File: config.mk
export PLATFORM = sky130hd
export DESIGN_NAME = pcie_rxs_tlp_router
export DESIGN_NICKNAME = d
export VERILOG_FILES = /design/src/rtl/ofs_fim_if_pkg.sv /design/src/rtl/pcie_rxs_router_pkg.sv /design/src/rtl/pcie_rxs_out_slot.sv /design/src/rtl/pcie_rxs_tlp_router.sv
export SDC_FILE = /design/constraint.sdc
export NUM_CORES = 1
export LEC_CHECK = 0
export CORE_AREA = 2 2 174 176
export CTS_CLUSTER_DIAMETER = 40
export DETAILED_ROUTE_END_ITERATION = 12
export DIE_AREA = 0 0 176 178
export GPL_ROUTABILITY_DRIVEN = 0
export PLACE_DENSITY_LB_ADDON = 0.2
export SLEW_MARGIN = 25
export SYNTH_ARGS = -nofsm -noshare
export SYNTH_HDL_FRONTEND = slang
export SYNTH_SLANG_ARGS = --single-unit
export TNS_END_PERCENT = 50
File: constraint.sdc
create_clock -name clk -period 2.65 [get_ports clk]
set_input_delay 0.53 -clock clk [delete_from_list [all_inputs] [get_ports clk]]
set_output_delay 0.53 -clock clk [all_outputs]
set_load 0.02 [all_outputs]
File: src/rtl/ofs_fim_if_pkg.sv
// Shared interface types for the FIM RX pipeline: the AXIS beat structure
// carried between the PCIe RX stages (tvalid/tlast/tuser/tdata).
package ofs_fim_if_pkg;

   localparam int PCIE_RXS_TDATA_W = 128;
   localparam int PCIE_RXS_TUSER_W = 8;

   typedef struct packed {
      logic                        tvalid;
      logic                        tlast;
      logic [PCIE_RXS_TUSER_W-1:0] tuser;
      logic [PCIE_RXS_TDATA_W-1:0] tdata;
   } t_axis_pcie_rxs;

endpackage

File: src/rtl/pcie_rxs_router_pkg.sv
// Router-local types: route and FSM state encodings, DW0 field offsets.
package pcie_rxs_router_pkg;

   typedef enum logic [1:0] {RT_REQ, RT_CPL, RT_DROP} t_rxs_route;
   typedef enum logic       {ST_SOP, ST_BODY}         t_rxs_state;

   // DW0 of channel 0: fmt in [31:29], type in [28:24]
   localparam int         DW0_FMT_LSB     = 29;
   localparam int         DW0_TYPE_LSB    = 24;
   localparam logic [1:0] MSG_TYPE_PREFIX = 2'b10;

endpackage

File: src/rtl/pcie_rxs_out_slot.sv
// One-entry AXIS holding register. Loads when empty or when draining in the
// same cycle; holds tvalid and payload stable until the downstream handshake.
module pcie_rxs_out_slot
   import ofs_fim_if_pkg::*;
(
   input  logic           clk,
   input  logic           rst_n,
   input  logic           load,
   input  t_axis_pcie_rxs s_data,
   output t_axis_pcie_rxs m_if,
   input  logic           m_tready,
   output logic           can_load
);

   t_axis_pcie_rxs slot_q;
   t_axis_pcie_rxs slot_d;

   // next slot contents: capture on load, otherwise clear valid on drain
   always_comb begin
      slot_d = slot_q;
      if (load) begin
         slot_d        = s_data;
         slot_d.tvalid = 1'b1;
      end else if (m_tready) begin
         slot_d.tvalid = 1'b0;
      end
   end

   // slot register; reset empties it
   always_ff @(posedge clk or negedge rst_n) begin
      if (!rst_n) slot_q <= '0;
      else        slot_q <= slot_d;
   end

   assign m_if     = slot_q;
   assign can_load = ~slot_q.tvalid | m_tready;

endmodule

File: src/rtl/pcie_rxs_tlp_router.sv
// Splits the RX TLP stream per packet into a completion port and a request
// port, each behind a one-entry output slot. Routing is decoded on the SOP
// beat and held until tlast.
// Optional feature: define PCIE_RXS_DROP_MSG_EN to discard Msg/MsgD TLPs and
// count them on drop_cnt.
module pcie_rxs_tlp_router
   import ofs_fim_if_pkg::*;
   import pcie_rxs_router_pkg::*;
#(
   parameter logic [4:0] CPL_TYPE       = 5'b01010,
   parameter bit         TREADY_RST_VAL = 1'b0
)(
   input  logic           clk,
   input  logic           rst_n,
   input  t_axis_pcie_rxs s_if,
   output logic           s_if_tready,
   output t_axis_pcie_rxs m_req_if,
   input  logic           m_req_tready,
   output t_axis_pcie_rxs m_cpl_if,
   input  logic           m_cpl_tready,
   output logic [31:0]    drop_cnt
);

   t_rxs_state state_q, state_d;
   t_rxs_route route_q, route_d;
   t_rxs_route sop_route;
   t_rxs_route target_route;
   logic [4:0] sop_type;
   logic       tready_int;
   logic       accept;
   logic       req_can_load, cpl_can_load;
   logic       req_load, cpl_load;

   assign sop_type = s_if.tdata[DW0_TYPE_LSB +: 5];

   // DW0 type decode, only meaningful on the SOP beat
   always_comb begin
      sop_route = RT_REQ;
      if (sop_type == CPL_TYPE) begin
         sop_route = RT_CPL;
      end
`ifdef PCIE_RXS_DROP_MSG_EN
      else if (sop_type[4:3] == MSG_TYPE_PREFIX) begin
         sop_route = RT_DROP;
      end
`endif
   end

   // target port and input ready; a stalled target blocks the input
   always_comb begin
      target_route = (state_q == ST_SOP) ? sop_route : route_q;
      case (target_route)
         RT_REQ:  tready_int = req_can_load;
         RT_CPL:  tready_int = cpl_can_load;
         default: tready_int = 1'b1;
      endcase
   end

   assign s_if_tready = rst_n ? tready_int : TREADY_RST_VAL;
   assign accept      = s_if.tvalid & s_if_tready;
   assign req_load    = accept & (target_route == RT_REQ);
   assign cpl_load    = accept & (target_route == RT_CPL);

   // packet FSM next state: latch route at SOP, return to SOP on tlast
   always_comb begin
      state_d = state_q;
      route_d = route_q;
      if (accept) begin
         if (state_q == ST_SOP) route_d = sop_route;
         state_d = s_if.tlast ? ST_SOP : ST_BODY;
      end
   end

   // packet FSM registers
   always_ff @(posedge clk or negedge rst_n) begin
      if (!rst_n) begin
         state_q <= ST_SOP;
         route_q <= RT_REQ;
      end else begin
         state_q <= state_d;
         route_q <= route_d;
      end
   end

`ifdef PCIE_RXS_DROP_MSG_EN
   logic [31:0] drop_cnt_q, drop_cnt_d;

   // saturating count of dropped TLPs, bumped once per dropped SOP
   always_comb begin
      drop_cnt_d = drop_cnt_q;
      if (accept && (state_q == ST_SOP) && (sop_route == RT_DROP) && (drop_cnt_q != 32'hFFFF_FFFF))
         drop_cnt_d = drop_cnt_q + 32'd1;
   end

   // drop counter register
   always_ff @(posedge clk or negedge rst_n) begin
      if (!rst_n) drop_cnt_q <= '0;
      else        drop_cnt_q <= drop_cnt_d;
   end

   assign drop_cnt = drop_cnt_q;
`else
   assign drop_cnt = 32'd0;
`endif

   pcie_rxs_out_slot u_req_slot (
      .clk      (clk),
      .rst_n    (rst_n),
      .load     (req_load),
      .s_data   (s_if),
      .m_if     (m_req_if),
      .m_tready (m_req_tready),
      .can_load (req_can_load)
   );

   pcie_rxs_out_slot u_cpl_slot (
      .clk      (clk),
      .rst_n    (rst_n),
      .load     (cpl_load),
      .s_data   (s_if),
      .m_if     (m_cpl_if),
      .m_tready (m_cpl_tready),
      .can_load (cpl_can_load)
   );

endmodule

==> results.sh <==
export IMPL_dp_slack_ps=-479
export IMPL_synth_edf_count=0
export IMPL_synth_warnings=0
export IMPL_worstPathArrival_ps=1990
export IMPL_die_h_um=178
export IMPL_finalSetupViolCount=0
export IMPL_dr_wl_met3_um=2640
export IMPL_drc=0
export IMPL_viasPerCell=4.56
export IMPL_antenna_found_initial=1
export IMPL_multi_input_area_mm2=0.00348
export IMPL_netlist_top_cells_count="dfrtp_1, mux2_2, buf_4"
export IMPL_clkTransAtPathRegs_ps=50
export IMPL_htree_levels=2
export IMPL_grt_total_usage=0.180
export IMPL_grt_max_degree=130
export IMPL_synth_most_common_cell="dfrtp_1"
export IMPL_postSynthAreaPerCell_um2=16.7
export IMPL_drt_wl_total_um=28700
export IMPL_synth_distinct_cells=30
export IMPL_max_freq_mhz=397
export IMPL_die_x_um=176
export IMPL_layout_drive_gt1_share=0.337
export IMPL_postPlaceCellArea_mm2=0.0157
export IMPL_numCtsBuffers=43
export IMPL_ys_flop_type="dfrtp_1"
export IMPL_endpoint_kind="primary output"
export IMPL_dp_hpwl_um=21200
export IMPL_ant_nets=0
export IMPL_start_util=0.372
export IMPL_cts_setup_buffers=0
export IMPL_synth_yosys_seq_area_share=0.638
export IMPL_clk_latency_ps=510
export IMPL_slew_violations=0
export IMPL_register_area_mm2=0.00698
export IMPL_finalClockSkew_ps=11.3
export IMPL_final_util=0.586
export IMPL_port_buffer_count=418
export IMPL_postLayoutCellArea_mm2=0.0172
export IMPL_final_nets=1277
export IMPL_synthTopCellsByArea="dfrtp_1, mux2_2, buf_4"
export IMPL_clk_path_buf_depth=3
export IMPL_rows=63
export IMPL_maxSlewHeadroom=0.507
export IMPL_hp_class="in -> reg"
export IMPL_routed_top_layer="met5"
export IMPL_met2_length_um=14800
export IMPL_leakage_nw=7.33
export IMPL_route_vias_total=7100
export IMPL_firstDrtPassIters=4
export IMPL_cts_sinks=279
export IMPL_drv_cap=0
export IMPL_fin_tns_setup_ps=0
export IMPL_syn_inst=653
export IMPL_tightest_slew_ps=739
export IMPL_ir_drop_v=0.000725
export IMPL_dieArea_mm2=0.0313
export IMPL_synth_top_area_share=0.638
export IMPL_cp_data_required_time_ps=2120
export IMPL_startpoint_type="flop"
export IMPL_grt_pass1_wl_um=43700
export IMPL_area_growth_pct=57.4
export IMPL_core_mm2=0.0294
export IMPL_criticalPathCategory="reg -> out"
export IMPL_p_per_area_mw_per_mm2=1270
export IMPL_fin_crit_ps=2520
export IMPL_syn_cell_area_mm2=0.0109
export IMPL_synth_top_area_cell="dfrtp_1"
export IMPL_io_pins=451
export IMPL_num_fill_cells=2344
export IMPL_synth_seq_cells=279
export IMPL_cts_tree="done"
export IMPL_status="completed"
export IMPL_period_share=0.951
export IMPL_async_reset_ff_frac=1.00
export IMPL_grt_overflow_total=0
export IMPL_first_global_vias=7642
export IMPL_rsz0062_at_grt="false"
export IMPL_dr_first_iter_drc_count=226
export IMPL_wl_met1_um=10500
export IMPL_root_buffer="clkbuf_16"
export IMPL_final_hold_viol_count=0
export IMPL_critPathMaxFanout=3
export IMPL_wl_per_cell_um=18.5
export IMPL_whs_ps=422
export IMPL_setup_slack_ps=129
-- power breakdown --
group,internal (mW),switching (mW),total [mW]
clock network,3.83,1.94,5.77
registers,6.09,0.940,7.03
logic,4.86,4.23,9.09
-- cell usage in the layout (no fill, tap or decap), drive strengths merged --
| cell type | synthesis | layout |
|---|---|---|
| a21oi | 1 | 1 |
| nand2b | 3 | 3 |
| dlygate4sd2 | 0 | 2 |
| nor2b | 1 | 1 |
| o41a | 1 | 1 |
| clkinvlp | 0 | 2 |
| clkdlybuf4s50 | 0 | 413 |
| clkbuf | 0 | 59 |
| dlygate4sd3 | 0 | 1 |
| nand3 | 2 | 2 |
| mux2 | 274 | 274 |
| and3 | 2 | 2 |
| or2 | 2 | 2 |
| nand4 | 2 | 2 |
| or4b | 1 | 1 |
| a32oi | 1 | 1 |
| mux2i | 1 | 1 |
| diode | 0 | 1 |
| a21boi | 1 | 1 |
| nand2 | 4 | 4 |
| o21ai | 4 | 4 |
| clkinv | 0 | 7 |
| dlymetal6s2s | 0 | 1 |
| bufinv | 0 | 5 |
| conb | 1 | 32 |
| dfrtp | 279 | 279 |
| nor2 | 7 | 7 |
| buf | 62 | 51 |
| o31ai | 1 | 1 |
| inv | 2 | 5 |
| a2111o | 1 | 1 |
-- final timing paths --
kind / from / end / slack, ps / cells after the start
setup / recovery: state_q / s_if_tready / 130 / 5
hold / removal: s_if[28] / u_cpl_slot.m_if[28] / 420 / 3
setup reg to reg: state_q / u_cpl_slot.m_if[72] / 310 / 7
hold reg to reg: u_req_slot.m_if[134] / u_req_slot.m_if[134] / 490 / 1
max in group asynchronous: rst_n / u_req_slot.m_if[62] / 690 / 4
min in group asynchronous: rst_n / u_req_slot.m_if[102] / 530 / 2
-- per-stage QoR --
stage,power [mW],cells
after global placement,16.1,1479
final,21.9,1557
after CTS,22.2,1556
after floorplan,11.5,684
after global routing,22.9,1556
after detailed placement,16.3,1479
-- worst max-delay path: stages, from the launching register on --
cell      delay, ps
dfrtp_1         390
or4b_4          530
or2_4           250
nand3_1          80
a21boi_1         70
buf_4           160
-- final cells by class --
type                       count  area share
inverter                       2    0.000436
clock inverter                17      0.0136
sequential                   279       0.406
antenna                        1    0.000145
multi-input combinational    341       0.202
timing repair buffer         468       0.276
clock buffer                  59      0.0737
tap                          390      0.0283
-- flip-flops by register name (all words and copies together) (netlist names) --
| name | count |
|---|---|
| route_q | 2 |
| u_req_slot.m_if | 138 |
| u_cpl_slot.m_if | 138 |
| state_q | 1 |
-- repair_timing --
action	4_1_cts	5_1_grt
endpoints found under the hold margin	2	0
pin swaps	1	1
setup endpoints to repair	1	1
resized for setup	8	3
hold buffers	1	0
-- metal layers --
| layer | up-vias | track usage |
|---|---|---|
| li1 | 3214 | - |
| met1 | 3512 | 0.199 |
| met2 | 313 | 0.319 |
| met3 | 59 | 0.0648 |
| met4 | 2 | 0.0637 |
| met5 | - | 0 |
-- cell families (layout without fill, tap and decap cells) --
kind of cell | count (synthesis) | in the layout | synth area share
DFF | 279 | 279 | 0.638
muxes | 275 | 275 | 0.286
buffers and inverters | 64 | 546 | 0.0551
and+or+nand+nor | 24 | 24 | 0.0128
AOI/OAI and AO/OA | 10 | 10 | 0.00686
other | 1 | 33 | 0.000343
No activity file was read; power rests on OpenSTA's default activity.
